[config.mk]
export PLATFORM = sky130hd
export DESIGN_NAME = usb_rx_flat
export DESIGN_NICKNAME = d
export VERILOG_FILES = /design/src/rtl/usb_rx_pkg.sv /design/src/rtl/usb_rx_if.sv /design/src/rtl/usb_rx_dpll.sv /design/src/rtl/usb_rx.sv /design/src/flat_wrapper.sv
export SDC_FILE = /design/constraint.sdc
export NUM_CORES = 1
export LEC_CHECK = 0
export ABC_AREA = 1
export CORE_UTILIZATION = 63
export DETAILED_ROUTE_END_ITERATION = 7
export GPL_TIMING_DRIVEN = 0
export PLACE_DENSITY = 0.84
export REMOVE_ABC_BUFFERS = 1
export SLEW_MARGIN = 20
export SYNTH_ARGS = -nofsm -noshare
export SYNTH_HDL_FRONTEND = slang
export SYNTH_SLANG_ARGS = --single-unit
[constraint.sdc]
create_clock -name clk -period 3.9 [get_ports clk]
set_input_delay 0.975 -clock clk [delete_from_list [all_inputs] [get_ports clk]]
set_output_delay 0.975 -clock clk [all_outputs]
set_load 0.05 [all_outputs]
[src/rtl/usb_rx_pkg.sv]
// Shared types for the low-speed USB receive path.
// Line-state encodings and the receiver state enum.
package usb_rx_pkg;

   typedef logic [1:0] d_port_t;

   // Low-speed polarity: idle J is D- high.
   localparam d_port_t J   = 2'b01;
   localparam d_port_t K   = 2'b10;
   localparam d_port_t SE0 = 2'b00;
   localparam d_port_t SE1 = 2'b11;

   typedef enum logic [2:0] {
      IDLE,
      SYNC,
      DATA,
      EOP,
      ERROR
   } rx_state_t;

endpackage

[src/rtl/usb_rx_if.sv]
// Line input and byte-stream outputs of the USB receiver.
// master = receiver side, slave = line driver / byte consumer.
interface usb_rx_if;
   import usb_rx_pkg::*;

   d_port_t    line_state;
   logic [7:0] rx_data;
   logic       rx_active;
   logic       rx_valid;
   logic       rx_error;

   modport master (
      input  line_state,
      output rx_data,
      output rx_active,
      output rx_valid,
      output rx_error
   );

   modport slave (
      output line_state,
      input  rx_data,
      input  rx_active,
      input  rx_valid,
      input  rx_error
   );

endinterface

[src/rtl/usb_rx_dpll.sv]
// Bit-clock recovery and NRZI decode for the USB receiver.
// Phase restarts on every line edge; strobe lands mid-bit.
module usb_rx_dpll
   import usb_rx_pkg::*;
#(
   parameter int CLKS_PER_BIT = 16
) (
   input  logic    clk,
   input  logic    reset,
   input  d_port_t line_state,
   output logic    strobe,
   output logic    dbit,
   output logic    k,
   output logic    se0,
   output logic    se1
);

   localparam int CW = $clog2(CLKS_PER_BIT);

   logic [CW-1:0] cnt;
   d_port_t       line_q;
   d_port_t       prev;

   always_ff @(posedge clk) begin
      if (reset) begin
         cnt    <= '0;
         line_q <= J;
         prev   <= J;
      end else begin
         line_q <= line_state;
         if (line_state != line_q)
            cnt <= '0;
         else if (cnt == CW'(CLKS_PER_BIT - 1))
            cnt <= '0;
         else
            cnt <= cnt + 1'b1;
         // Only J/K samples advance the NRZI reference.
         if (strobe && (line_q == J || line_q == K))
            prev <= line_q;
      end
   end

   assign strobe = (cnt == CW'(CLKS_PER_BIT / 2));
   assign dbit   = (line_q == prev);
   assign k      = (line_q == K);
   assign se0    = (line_q == SE0);
   assign se1    = (line_q == SE1);

endmodule

[src/rtl/usb_rx.sv]
// Low-speed USB receive SIE: SYNC hunt, bit unstuffing,
// LSB-first byte assembly, EOP and error handling.
module usb_rx
   import usb_rx_pkg::*;
#(
   parameter int CLKS_PER_BIT   = 16,
   parameter int MIN_SYNC_ZEROS = 5
) (
   input  logic     clk,
   input  logic     reset,
   usb_rx_if.master bus
);

   logic stb, dbit, k, se0, se1, jsmp;

   usb_rx_dpll #(
      .CLKS_PER_BIT(CLKS_PER_BIT)
   ) u_dpll (
      .clk       (clk),
      .reset     (reset),
      .line_state(bus.line_state),
      .strobe    (stb),
      .dbit      (dbit),
      .k         (k),
      .se0       (se0),
      .se1       (se1)
   );

   assign jsmp = !k && !se0 && !se1;

   rx_state_t  state, state_n;
   logic [3:0] zcnt;
   logic [2:0] ones;
   logic [2:0] bcnt;
   logic [6:0] sh;
   logic [1:0] se0cnt;
   logic [2:0] jcnt;
   logic       seen_se0;
   logic [7:0] rx_data;
   logic       rx_active, rx_valid, rx_error;

   logic err_enter, pkt_end, start;
   logic data_bit, stuff_bit, eop_enter;

   always_ff @(posedge clk) begin
      if (reset)
         state <= IDLE;
      else
         state <= state_n;
   end

   always_comb begin
      state_n = state;
      unique case (state)
         IDLE: if (stb && k) state_n = SYNC;
         SYNC: if (stb) begin
            if (se0 || se1)
               state_n = IDLE;
            else if (dbit)
               state_n = (zcnt >= 4'(MIN_SYNC_ZEROS)) ? DATA : IDLE;
         end
         DATA: if (stb) begin
            if (se1)
               state_n = ERROR;
            else if (se0)
               state_n = (bcnt != 3'd0) ? ERROR : EOP;
            else if (ones == 3'd6 && dbit)
               state_n = ERROR;
         end
         EOP: if (stb) begin
            if (jsmp)
               state_n = IDLE;
            else if (k || se1 || se0cnt == 2'd3)
               state_n = ERROR;
         end
         ERROR: if (stb && jsmp && (seen_se0 || jcnt == 3'd7))
            state_n = IDLE;
         default: state_n = IDLE;
      endcase
   end

   always_comb begin
      err_enter = stb && state != ERROR && state_n == ERROR;
      pkt_end   = stb && state_n == IDLE &&
                  (state == EOP || state == ERROR);
      start     = state == SYNC && state_n == DATA;
      data_bit  = stb && state == DATA && state_n == DATA &&
                  ones != 3'd6;
      stuff_bit = stb && state == DATA && state_n == DATA &&
                  ones == 3'd6;
      eop_enter = state == DATA && state_n == EOP;
   end

   always_ff @(posedge clk) begin
      if (reset) begin
         zcnt      <= '0;
         ones      <= '0;
         bcnt      <= '0;
         sh        <= '0;
         se0cnt    <= '0;
         jcnt      <= '0;
         seen_se0  <= 1'b0;
         rx_data   <= '0;
         rx_active <= 1'b0;
         rx_valid  <= 1'b0;
         rx_error  <= 1'b0;
      end else begin
         rx_valid <= 1'b0;
         if (state == IDLE)
            zcnt <= 4'd1;
         else if (state == SYNC && stb && jsmp | k && !dbit &&
                  zcnt != 4'hf)
            zcnt <= zcnt + 1'b1;
         if (start) begin
            rx_active <= 1'b1;
            ones      <= '0;
            bcnt      <= '0;
         end
         if (data_bit) begin
            sh   <= {dbit, sh[6:1]};
            ones <= dbit ? ones + 1'b1 : 3'd0;
            bcnt <= bcnt + 1'b1;
            if (bcnt == 3'd7) begin
               rx_data  <= {dbit, sh};
               rx_valid <= 1'b1;
            end
         end
         if (stuff_bit)
            ones <= '0;
         if (eop_enter)
            se0cnt <= 2'd1;
         else if (state == EOP && stb && se0)
            se0cnt <= se0cnt + 1'b1;
         if (err_enter) begin
            rx_valid <= 1'b1;
            rx_error <= 1'b1;
            seen_se0 <= se0;
            jcnt     <= '0;
         end else if (state == ERROR && stb) begin
            unique case (1'b1)
               se0: begin
                  seen_se0 <= 1'b1;
                  jcnt     <= '0;
               end
               jsmp: jcnt <= jcnt + 1'b1;
               default: begin
                  seen_se0 <= 1'b0;
                  jcnt     <= '0;
               end
            endcase
         end
         if (pkt_end) begin
            rx_active <= 1'b0;
            rx_error  <= 1'b0;
         end
      end
   end

   assign bus.rx_data   = rx_data;
   assign bus.rx_active = rx_active;
   assign bus.rx_valid  = rx_valid;
   assign bus.rx_error  = rx_error;

endmodule

[src/flat_wrapper.sv]
// flat-port wrapper written by rule: the top's interface ports become plain ports
module usb_rx_flat import usb_rx_pkg::*;
#(
   parameter int CLKS_PER_BIT   = 16,
   parameter int MIN_SYNC_ZEROS = 5
)
  (clk, reset, bus_line_state, bus_rx_data, bus_rx_active, bus_rx_valid, bus_rx_error);
  usb_rx_if bus_i ();
  input  logic clk;
  input  logic reset;
  input wire logic [$bits(bus_i.line_state)-1:0] bus_line_state;
  output wire logic [$bits(bus_i.rx_data)-1:0] bus_rx_data;
  output wire logic [$bits(bus_i.rx_active)-1:0] bus_rx_active;
  output wire logic [$bits(bus_i.rx_valid)-1:0] bus_rx_valid;
  output wire logic [$bits(bus_i.rx_error)-1:0] bus_rx_error;
  assign bus_i.line_state = bus_line_state;
  assign bus_rx_data = bus_i.rx_data;
  assign bus_rx_active = bus_i.rx_active;
  assign bus_rx_valid = bus_i.rx_valid;
  assign bus_rx_error = bus_i.rx_error;
  usb_rx #(.CLKS_PER_BIT(CLKS_PER_BIT), .MIN_SYNC_ZEROS(MIN_SYNC_ZEROS)) u_core (.clk(clk), .reset(reset), .bus(bus_i));
endmodule
## Word-level counts from Yosys, hierarchy flattened

Cells that the tools add are included.

| operators by class | value |
|---|---|
| add/sub/neg operators | 6 |
| magnitude comparators | 1 |
| equality and inequality tests | 22 |
| muxes and demuxes | 30 |
| bitwise logic cells | 1 |
| reductions and logical operators | 50 |

Operator list:

| kind | number |
|---|---|
| 3-bit two-way mux | 18 |
| 1-bit logical AND | 24 |
| 3-bit == test (second input constant) | 5 |
| 3-bit case mux with 5 select lines | 1 |
| 3-bit by 2-bit == test with 1-bit output (second input constant) | 4 |
| 2-bit OR reduction | 5 |
| 3-bit by 1-bit adder with 3-bit output (second input constant) | 3 |
| 1-bit two-way mux | 9 |
| 4-bit by 1-bit adder with 4-bit output (second input constant) | 2 |
| 4-bit == test (second input constant) | 2 |
| 2-bit nonzero test | 4 |
| 2-bit == test (second input constant) | 3 |
| 3-bit zero test | 2 |
| 1-bit logical OR | 6 |
| 3-bit inequality test (second input constant) | 2 |
| 4-bit by 3-bit greater-or-equal comparator with 1-bit output (second input constant) | 1 |
| 1-bit zero test | 4 |
| 4-bit inequality test (second input constant) | 1 |
| 2-bit AND reduction | 2 |
| 3-bit by 1-bit == test with 1-bit output (second input constant) | 1 |
| 3-bit nonzero test | 1 |
| 3-bit OR reduction | 1 |
| 2-bit by 1-bit adder with 2-bit output (second input constant) | 1 |
| 2-bit by 1-bit == test with 1-bit output (second input constant) | 1 |
| other kinds (7) | 7 |

| word-level totals | value |
|---|---|
| register bits | 45 |
| input port bits | 4 |
| output and inout bits | 11 |
| logic and storage cells | 127 |

## Depth between registers and ports, before layout

| logic depth | value |
|---|---|
| depth in word-level cells | 13 |
| mapped depth | 18 |
| depth with buffers taken out | 17 |

## Hierarchy

Synthesis repeated with hierarchy kept, for this count alone.

| unflattened totals | value |
|---|---|
| cell total of the unflattened synthesis | 332 |
| area total of the unflattened synthesis | 2,413.6 um^2 |

By module, submodules not included:

| module | times used | cells each | area each (um^2) | sequential area each (um^2) |
|---|---|---|---|---|
| usb_rx | 1 | 282 | 1,988.2 | 740.7 |
| usb_rx_dpll | 1 | 50 | 425.4 | 160.2 |

## Worst setup path after synthesis

Ideal clock, no wire load.

| timing path | value |
|---|---|
| path kind | register to register |
| from | reg u_core.u_dpll.line_q[1] |
| to | reg u_core.rx_data[7], in the netlist u_core.bus.rx_data[7] |
| setup time | 0.114 ns |
| arrival | 1.762 ns |
| required time | 3.786 ns |
| setup slack | 2.024 ns |
| cell stages (with the launch flop) | 15 |
| buffers on the path | 1 |
| period minus slack after synthesis | 1.876 ns |
| cell sequence | dfxtp_1 -> inv_1 -> ha_1 -> nand2_2 -> nor2_4 -> o211ai_4 -> nand2_1 -> inv_1 -> nand2_4 -> nand3_4 -> nor2_4 -> buf_6 -> nand3_1 -> nand2_1 -> nor2_1 |

| on the way | value |
|---|---|
| longest elaborated chain between the ends | 12 |
| elaborated cells between the ends (all ways) | 33 |
| those cells by class | 4 x eq/ne; 13 x mux; 16 x reduce/logical |

RTL lines:

| item | line | source |
|---|---|---|
| start, declared | usb_rx_dpll.sv:21 | `d_port_t line_q;` |
| start signal, assigned | usb_rx_dpll.sv:30 | `line_q <= line_state;` |
| parallel branches: the longest is 12 deep, another holds 3-bit case mux with 5 select lines | -- |  |
| end signal, assigned | usb_rx.sv:124 | `rx_data <= {dbit, sh};` |
| end, declared | usb_rx.sv:39 | `logic [7:0] rx_data;` |

Parallel ways; which one is timed is not known.
A chain may end at the register's enable or synchronous reset.

## Worst setup path in the final report

| timing path | value |
|---|---|
| from | in reset |
| to | reg u_core.ones[2] |

| on the way | value |
|---|---|
| longest elaborated chain between the ends | 1 |

RTL lines:

| item | line | source |
|---|---|---|
| start, declared | flat_wrapper.sv:10 | `input logic reset;` |
| 2-bit OR reduction (no source line) | -- |  |
| end signal, assigned | usb_rx.sv:121 | `ones <= dbit ? ones + 1'b1 : 3'd0;` |
| end, declared | usb_rx.sv:33 | `logic [2:0] ones;` |

Every way passes these cells.

==> flow_summary.toml <==
[status]
status = "finished, final reports clean"

[timing]
fin_crit_ns = 2.74
setup_viol = 0
slew_viol_final = 0
worst_hold_slack_ns = 0.478
slew_headroom_pct = 49.5
setup-tns-final_ns = 0
max_freq_ghz = 0.365
hold_viol = 0
skew_ns = 0.00637
rsz0062_at_grt = "false"
tightest_slew_ns = 0.755
fin_crit_sh_pct = 70.2

[floorplan]
pin_count = 15
rows = 21
dieArea_sq_um = 3980
initial_core_util_pct = 67.9
fp.dieW_um = 63.1
die_h_um = 63.1
core_sq_um = 3470

[clock_network]
cts_hold_buf = 0
cts_resized = 0
tritoncts = "yes"
clk_pin_slew_ns = 0.08
postCtsSetupBuffers = 0
cts_buffer_depth = 2
clkLatencyLatePin_ns = 0.30
clock_sinks = 45
cts-root-buf = "clkbuf_8"
h-tree-depth = 2
cts_buffers = 5

[logic_synthesis]
avgSynthCellArea_sq_um = 7.67
yosysSeqAreaShare_pct = 38.3
synth_edf_count = 0
synth_top_flop_cell = "dfxtp_1"
asyncSetResetFlopFracSynth_pct = 0
yosys_register_bits = 45
netlist_area_sq_um = 2350
synth_cells = 307
synth.distinct_cells = 36
synth_warnings = 0

[setup_path]
start_kind = "input port"
worstPathRequired_ns = 4.12
critPathArrivalTime_ns = 2.96
worstSetupEndpointType = "flop"
crit_type = "input port to flop"
cp_max_fo = 19

[routing]
routed-via-count = 1931
ant_nets = 0
avgRoutedWirePerCell_um = 11.8
via_per_inst = 5.25
drcViolationCount = 0
wirelength_um = 4330
drtIter0Drc = 138
first_pass_iters = 5

[worst_hold_path]
hold_class = "flop to flop"

[finish]
instances_no_fill = 368
final_cell_mix = "57 x nand2_1, 45 x dfxtp_1, 43 x nor2_1, 40 x inv_1"
nets = 342
syn_to_final_growth_pct = 10.8
drive_gt1_share_pct = 10.2
final_common_cell = "nand2_1"
diodes = 0

[placed_design]
hpwlAfterDp_um = 3100
port_buffers = 14
place.gp.congestion = 0.830
post-place-cells = 360

[global_route]
grt_pass1_wl_um = 7710
grt_max_degree = 22
grt.total_usage_pct = 24.8
grt_pass1_vias = 1833
antenna_found_initial = 0
grt_overflow = 0

[job]
maxCapViolations = 0

[power]
max-vdd-ir-drop_mv = 0.237
power_density_nw_per_um2 = 311
p_leak_nw = 1.09
[metrics by stage]
step                utilization, %  power [mW]  instance area [sq um]  setup WS (ns)
floorplan                        -       0.496                   2310           1.91
global placement              72.3       0.509                   2510          0.898
detailed placement            72.3       0.509                   2510          0.886
CTS                           75.2       0.818                   2610           1.16
global route                  75.2       0.841                   2610          0.998
finish                        75.2       0.812                   2610           1.16
[cell usage after synthesis, drive strengths merged (2+ instances only)]
library cell  instances  area, sq um
xor2                  2         17.5
or2                   2         12.5
clkbuf                3         11.3
inv                  42          158
nor2                 49          246
nand2                66          275
xnor2                 3         26.3
buf                   4         33.8
a21oi                25          136
a211oi                2         15.0
dfxtp                45          901
a22oi                 2         15.0
nand3                23          128
o21ai                 7         35.0
nor3                  3         15.0
ha                   17          213
o211ai                4         43.8
[flip-flops by register name, summed over array words and instances (netlist names)]
| name | cells |
|---|---|
| u_core.bcnt | 3 |
| u_core.bus.rx_active | 1 |
| u_core.bus.rx_data | 8 |
| u_core.bus.rx_error | 1 |
| u_core.bus.rx_valid | 1 |
| u_core.jcnt | 3 |
| u_core.ones | 3 |
| u_core.se0cnt | 2 |
| u_core.seen_se0 | 1 |
| u_core.sh | 7 |
| u_core.state | 3 |
| u_core.u_dpll.cnt | 4 |
| u_core.u_dpll.line_q | 2 |
| u_core.u_dpll.prev | 2 |
| u_core.zcnt | 4 |
[final cells by class]
cell class,instances,area (sq um)
Multi-Input combinational cell,212,1250
Tap cell,46,57.6
Inverter,43,161
Clock buffer,7,96.3
Clock inverter,1,5.00
Fill cell,280,861
Timing Repair Buffer,14,140
Sequential cell,45,901
[routing by layer]
layer	wire length, um	track usage (%)	vias up
met4	93	11.0	0
met2	2100	42.3	33
met1	1970	28.9	887
li1	-	-	1001
met5	0	0	-
met3	162	6.34	10
[critical path: stages]
cell	delay [ns]
clkdlybuf4s50_1	0.79
inv_1	0.61
o21ai_0	0.33
a21oi_1	0.24
[logic make-up (layout without fill, tap and decap cells)]
family          count (synthesis)  count (layout)  share of synthesized area [%]
flops                          45              45                           38.3
compound gates                 44              44                           11.7
xor+xnor                        5               5                           1.86
buf+inv                        50              65                           8.77
mux                             1               1                          0.425
simple gates                  145             145                           29.9
fa+ha+maj                      17              17                           9.04
[power breakdown]
group	switching, mW	internal, mW	total [mW]
registers	0.00310	0.461	0.465
logic	0.0228	0.0115	0.0342
clock network	0.153	0.160	0.313
[final timing paths]
path | end | depth (start not counted) | slack, ns | startpoint
setup / recovery | u_core.ones[2]$_SDFFE_PP0P_ | 4 | 1.16 | reset
hold / removal | u_core.u_dpll.cnt[0]$_SDFF_PP0_ | 1 | 0.48 | u_core.u_dpll.cnt[0]$_SDFF_PP0_
setup reg to reg | u_core.bus.rx_data[2]$_SDFFE_PP0P_ | 13 | 1.52 | u_core.u_dpll.line_q[1]$_SDFF_PP0_
hold reg to reg | u_core.u_dpll.cnt[0]$_SDFF_PP0_ | 1 | 0.48 | u_core.u_dpll.cnt[0]$_SDFF_PP0_
Power figures use the tool's default switching activity.
